## src/rtl/quad_pkg.sv

```systemverilog
// Shared phase/direction definitions and transition classification for the quadrature decoder.
// Phases are encoded {A,B}; the up sequence is 00 -> 10 -> 11 -> 01 -> 00.
package quad_pkg;

  typedef logic [1:0] phase_t;

  localparam phase_t PH_00 = 2'b00;
  localparam phase_t PH_10 = 2'b10;
  localparam phase_t PH_11 = 2'b11;
  localparam phase_t PH_01 = 2'b01;

  localparam logic DIR_UP = 1'b1;
  localparam logic DIR_DN = 1'b0;

  typedef enum logic [1:0] {
    TR_NONE = 2'd0,
    TR_UP   = 2'd1,
    TR_DN   = 2'd2,
    TR_ILL  = 2'd3
  } trans_t;

  function automatic phase_t next_up(input phase_t ph);
    phase_t nxt;
    case (ph)
      PH_00:   nxt = PH_10;
      PH_10:   nxt = PH_11;
      PH_11:   nxt = PH_01;
      default: nxt = PH_00;
    endcase
    return nxt;
  endfunction

  // A down step is an up step seen backwards; anything two phases away is illegal.
  function automatic trans_t classify(input phase_t old_ph, input phase_t new_ph);
    trans_t tr;
    if (new_ph == old_ph) begin
      tr = TR_NONE;
    end else if (new_ph == next_up(old_ph)) begin
      tr = TR_UP;
    end else if (old_ph == next_up(new_ph)) begin
      tr = TR_DN;
    end else begin
      tr = TR_ILL;
    end
    return tr;
  endfunction

endpackage

```

## src/rtl/quad_input_filter.sv

```systemverilog
// Synchronises A/B and accepts a new phase once it has been stable for FILT_CYCLES samples.
// f_ab/f_valid update FILT_CYCLES+1 edges after the first edge that samples a new level.
module quad_input_filter
  import quad_pkg::*;
#(
  parameter int FILT_CYCLES = 4
) (
  input  logic   clk_i,
  input  logic   rst_i,
  input  logic   a_i,
  input  logic   b_i,
  output phase_t f_ab_o,
  output logic   f_valid_o
);

  localparam int CW = $clog2(FILT_CYCLES + 1);
  localparam logic [CW-1:0] FILT_MAX = CW'(FILT_CYCLES);

  phase_t        sync1_q, sync2_q;
  phase_t        last_q;
  logic [CW-1:0] cnt_q, cnt_d;
  phase_t        f_ab_q, f_ab_d;
  logic          f_valid_q, f_valid_d;
  logic          primed_q, primed_d;

  phase_t        s_ab;
  logic          want;
  logic [CW-1:0] run;

  assign s_ab = sync2_q;

  always_ff @(posedge clk_i) begin
    if (rst_i) begin
      sync1_q   <= PH_00;
      sync2_q   <= PH_00;
      last_q    <= PH_00;
      cnt_q     <= '0;
      f_ab_q    <= PH_00;
      f_valid_q <= 1'b0;
      primed_q  <= 1'b0;
    end else begin
      sync1_q   <= {a_i, b_i};
      sync2_q   <= sync1_q;
      last_q    <= s_ab;
      cnt_q     <= cnt_d;
      f_ab_q    <= f_ab_d;
      f_valid_q <= f_valid_d;
      primed_q  <= primed_d;
    end
  end

  // Until the first phase is accepted, even the reset phase must prove itself stable,
  // so the decoder always gets one silent adoption strobe after reset.
  always_comb begin
    want      = !primed_q || (s_ab != f_ab_q);
    run       = (s_ab == last_q) ? cnt_q + CW'(1) : CW'(1);
    cnt_d     = '0;
    f_ab_d    = f_ab_q;
    f_valid_d = 1'b0;
    primed_d  = primed_q;
    if (want) begin
      if (run == FILT_MAX) begin
        f_ab_d    = s_ab;
        f_valid_d = 1'b1;
        primed_d  = 1'b1;
      end else begin
        cnt_d = run;
      end
    end
  end

  assign f_ab_o    = f_ab_q;
  assign f_valid_o = f_valid_q;

endmodule

```

## src/rtl/quadrature_decoder.sv

```systemverilog
// Quadrature decoder: filtered A/B phases drive Step/UpOrDown/Count plus illegal-jump error reporting.
// Outputs update FILT_CYCLES+2 edges after the first edge that samples a new input level.
module quadrature_decoder
  import quad_pkg::*;
#(
  parameter int CNT_WIDTH   = 16,
  parameter int FILT_CYCLES = 4
) (
  input  logic                 Clk,
  input  logic                 reset,
  input  logic                 A,
  input  logic                 B,
  input  logic                 Load,
  input  logic [CNT_WIDTH-1:0] LoadVal,
  input  logic                 ClrErr,
  output logic                 Step,
  output logic                 UpOrDown,
  output logic [CNT_WIDTH-1:0] Count,
  output logic                 Error,
  output logic                 ErrFlag
);

  phase_t f_ab;
  logic   f_valid;

  quad_input_filter #(
    .FILT_CYCLES(FILT_CYCLES)
  ) u_filter (
    .clk_i    (Clk),
    .rst_i    (reset),
    .a_i      (A),
    .b_i      (B),
    .f_ab_o   (f_ab),
    .f_valid_o(f_valid)
  );

  logic                 step_q, step_d;
  logic                 dir_q, dir_d;
  logic [CNT_WIDTH-1:0] count_q, count_d;
  logic                 error_q, error_d;
  logic                 err_flag_q, err_flag_d;
  logic                 init_q, init_d;
  phase_t               phase_q, phase_d;
  trans_t               trans;

  always_ff @(posedge Clk) begin
    if (reset) begin
      step_q     <= 1'b0;
      dir_q      <= DIR_UP;
      count_q    <= '0;
      error_q    <= 1'b0;
      err_flag_q <= 1'b0;
      init_q     <= 1'b1;
      phase_q    <= PH_00;
    end else begin
      step_q     <= step_d;
      dir_q      <= dir_d;
      count_q    <= count_d;
      error_q    <= error_d;
      err_flag_q <= err_flag_d;
      init_q     <= init_d;
      phase_q    <= phase_d;
    end
  end

  always_comb begin
    trans      = (f_valid && !init_q) ? classify(phase_q, f_ab) : TR_NONE;
    step_d     = 1'b0;
    error_d    = 1'b0;
    dir_d      = dir_q;
    count_d    = count_q;
    err_flag_d = err_flag_q;
    init_d     = init_q;
    phase_d    = phase_q;

    // The tracked phase follows every accepted update, illegal ones included,
    // so decoding resumes from wherever the encoder really is.
    if (f_valid) begin
      phase_d = f_ab;
      init_d  = 1'b0;
    end

    case (trans)
      TR_UP: begin
        step_d  = 1'b1;
        dir_d   = DIR_UP;
        count_d = count_q + CNT_WIDTH'(1);
      end
      TR_DN: begin
        step_d  = 1'b1;
        dir_d   = DIR_DN;
        count_d = count_q - CNT_WIDTH'(1);
      end
      TR_ILL:  error_d = 1'b1;
      default: ;
    endcase

    if (Load) begin
      count_d = LoadVal;
    end

    if (trans == TR_ILL) begin
      err_flag_d = 1'b1;
    end else if (ClrErr) begin
      err_flag_d = 1'b0;
    end
  end

  assign Step     = step_q;
  assign UpOrDown = dir_q;
  assign Count    = count_q;
  assign Error    = error_q;
  assign ErrFlag  = err_flag_q;

endmodule
```

## config.mk

```make
export PLATFORM = sky130hd
export DESIGN_NAME = quadrature_decoder
export DESIGN_NICKNAME = d
export VERILOG_FILES = /design/src/rtl/quad_pkg.sv /design/src/rtl/quad_input_filter.sv /design/src/rtl/quadrature_decoder.sv
export SDC_FILE = /design/constraint.sdc
export NUM_CORES = 1
export LEC_CHECK = 0
export ABC_AREA = 1
export CAP_MARGIN = 20
export CORE_MARGIN = 3
export CORE_UTILIZATION = 40
export CTS_BUF_LIST = sky130_fd_sc_hd__clkbuf_4 sky130_fd_sc_hd__clkbuf_8
export DETAILED_ROUTE_END_ITERATION = 8
export GPL_TIMING_DRIVEN = 0
export SLEW_MARGIN = 10
export SYNTH_ARGS = -nofsm -noshare
export SYNTH_HDL_FRONTEND = slang
export SYNTH_SLANG_ARGS = --single-unit
```

## constraint.sdc

```tcl
create_clock -name Clk -period 7.8 [get_ports Clk]
set_clock_uncertainty 0.05 [all_clocks]
set_input_delay 1.56 -clock Clk [delete_from_list [all_inputs] [get_ports Clk]]
set_output_delay 1.56 -clock Clk [all_outputs]
set_load 0.02 [all_outputs]
```

==> impl_metrics.ini <==
[layout]
fill_cells = 581
drive_above_1_share_pct = 6.17
final_net_count = 429
n_antenna_cell = 0
area_growth_pct = 25.2

[synthesis]
synth_top_family_by_area = simple AND/OR/NAND/NOR gates
yosys_warnings = 0
synth-simple-area-share_pct = 28.7
synthAdderAreaFrac_pct = 10.6
seq_area_frac_synth_pct = 31.2
synth_cells = 341
avgSynthCellArea_um2 = 6.78
yosys.area_share.xor_xnor_pct = 4.55
synth_area_um2 = 2310
syn_nets = 382
synth.distinct_cells = 34
yosys-mux-area-fraction_pct = 0
synth_compound_gate_area_share_pct = 15.8
synth-seq-cells = 36

[global_routing]
grt_pass1_vias = 2075
grtUsageTotal_pct = 18.4
grt_max_degree = 19
gr-total-overflow = 0
antenna_found_initial = 0
grt_first_pass_wirelength_um = 9480

[floorplanning]
io_pins = 42
num_rows = 27
dieArea_um2 = 6730
die_x_um = 82.0
die_h_um = 82.0
core_area_um2 = 5540
initial_core_util_pct = 41.7

[route]
ant_nets = 0
drt_iter0_drc = 61
num_vias = 2210
drt-wirelength-per-cell_um = 12.4
wl_um = 5730
first_pass_iters = 4
drc_errors = 0
via_per_inst = 4.79

[timing]
finalWorstSetupSlack_ns = 4.58
finalSetupViolCount = 0
finalSetupTns_ns = 0
period_share_pct = 41.2
worst_pin_slew_ns = 0.835
fmax_ghz = 0.311
layout_min_cycle_time_ns = 3.22
rsz0062_at_grt = false
slew_violations = 0
slew_headroom_pct = 44.3
hold_viol = 0

[clock_network]
cts_buffer_depth = 2
cts_tree = yes
postCtsSetupBuffers = 0
clkLatencyLatePin_ns = 0.30
cts.sinks = 36
htreeDepth = 2
root_buffer = clkbuf_8
ctsResizeCount = 0
cts-hold-fix-buffers = 0
clk_pin_slew_ns = 0.09
cts_buffers = 5

[worst_setup_path]
end_kind = flop
criticalPathCategory = flop to flop
required_ns = 7.97
worstPathArrival_ns = 3.39
crit_top_cell = nand2_1
cp-start-kind = flop
crit_chain = buf_2, xor2_1, o211ai_1, nor2_1, inv_1, ha_1, ha_1, a21oi_1, nor2_1, nor2_1, nand2_1, nand2_1, nand2_1, nand2_1, nand3_1, a21oi_1
cp_slowest_stage_delay_ns = 0.69
path_max_fanout = 18
slowest_stage = ha_1

[run]
cap_violations = 0

[outcome]
status = finished, final reports clean

[pwr]
pwr_density_cell_nw_per_um2 = 141
total_power_mw = 0.407
irDropWorstVdd_mv = 0.109
p_leak_nw = 1.39

[placed_design]
pre_cts_slack_ns = 4.48
gp_congestion = 0.905
place_hpwl_um = 4360
portBuffers = 40

[min_path]
holdCritPathClass = flop to flop
==> layout by cell type (no fill, tap or decap), types with 9 or more instances in the layout <==
cell              n
nand2_1          79
inv_1            42
nor2_1           42
clkdlybuf4s50_1  40
dfxtp_1          36
a21oi_1          32
nand3_1          23
ha_1             18
xor2_1            9
==> worst max-delay path, delay by kind of cell (launching register included) <==
| kind | cells | cell delay, ns |
|---|---|---|
| compound gates | 3 | 0.56 |
| flops | 1 | 0.30 |
| fa+ha+maj | 2 | 1.11 |
| buf+inv | 2 | 0.22 |
| simple gates | 8 | 0.73 |
| xor+xnor | 1 | 0.16 |
==> through the flow <==
stage / cells / hold WS [ns] / area (um2) / util, %
CTS: 461 / 0.357 / 2900 / 52.3
global placement: 453 / 0.342 / 2800 / 50.6
floorplan: 341 / 0.338 / 2310 / -
finish: 461 / 0.354 / 2900 / 52.3
global route: 461 / 0.374 / 2900 / 52.3
detailed placement: 453 / 0.345 / 2800 / 50.6
==> power breakdown <==
group	switching [mW]	total, mW	leakage [nW]	internal, mW
logic	0.0358	0.0682	1.06	0.0324
registers	0.00644	0.198	0.295	0.191
clock network	0.0776	0.141	0.0404	0.0633
total	0.120	0.407	1.39	0.287
==> final timing paths <==
kind                                   startpoint                     endpoint  slack, ns  depth (start not counted)
setup / recovery  u_filter.f_ab_o[0]$_SDFFE_PP0P_       Count[15]$_SDFFE_PP0P_       4.58                         16
hold / removal     u_filter.sync1_q[1]$_SDFF_PP0_  u_filter.s_ab[1]$_SDFF_PP0_       0.35                          2
setup reg to reg  u_filter.f_ab_o[0]$_SDFFE_PP0P_       Count[15]$_SDFFE_PP0P_       4.58                         16
hold reg to reg    u_filter.sync1_q[1]$_SDFF_PP0_  u_filter.s_ab[1]$_SDFF_PP0_       0.35                          2
==> final cells by class <==
cell class | count | area (um2) | share of cell area (%)
clock buffers | 5 | 68.8 | 2.38
multi-input cells | 250 | 1380 | 47.7
well taps | 72 | 90.1 | 3.11
repair buffers | 40 | 400 | 13.8
flip-flops and latches | 36 | 721 | 24.9
inverters | 48 | 180 | 6.22
clock inverters | 3 | 23.8 | 0.821
plain buffers | 7 | 31.3 | 1.08
==> synthesized netlist by cell type, drive strengths merged <==
master / count / area [um2]
o21bai: 2 / 15.0
xor2: 9 / 78.8
clkinv: 1 / 3.75
o31ai: 1 / 7.51
ha: 18 / 225
a21oi: 34 / 185
o22ai: 1 / 6.26
o21ai: 11 / 55.1
xnor2: 3 / 26.3
dfxtp: 36 / 721
a31oi: 3 / 18.8
buf: 4 / 20.0
o211ai: 1 / 7.51
a22o: 7 / 61.3
nor3: 2 / 10.0
nand3: 24 / 125
nand2: 81 / 309
clkbuf: 3 / 11.3
fa: 1 / 20.0
and2: 3 / 18.8
a221oi: 1 / 8.76
nand4: 2 / 12.5
nor2: 44 / 175
nand3b: 1 / 7.51
or2: 1 / 6.26
inv: 47 / 176
==> per-layer routing <==
layer | track usage [%] | share of wire (%) | wire length [um] | vias up
met5 | 0 | 0 | 0 | -
met4 | 5.81 | 1.6 | 89 | 0
met3 | 3.84 | 3.9 | 226 | 8
met2 | 30.8 | 46 | 2660 | 35
met1 | 23.7 | 48 | 2750 | 973
li1 | - | - | - | 1194
==> sequential cells by signal, indices dropped and copies added, names as in the netlist <==
| register | flops |
|---|---|
| Count | 16 |
| ErrFlag | 1 |
| Error | 1 |
| Step | 1 |
| UpOrDown | 1 |
| init_q | 1 |
| phase_q | 2 |
| u_filter.cnt_q | 3 |
| u_filter.f_ab_o | 2 |
| u_filter.f_valid_o | 1 |
| u_filter.last_q | 2 |
| u_filter.primed_q | 1 |
| u_filter.s_ab | 2 |
| u_filter.sync1_q | 2 |
==> logic make-up (layout without fill, tap and decap cells) <==
| kind of cell | Yosys count | after routing |
|---|---|---|
| fa+ha+maj | 19 | 19 |
| compound gates | 61 | 61 |
| flops | 36 | 36 |
| buf+inv | 55 | 103 |
| simple gates | 158 | 158 |
| xor+xnor | 12 | 12 |
Power figures use the tool's default switching activity.
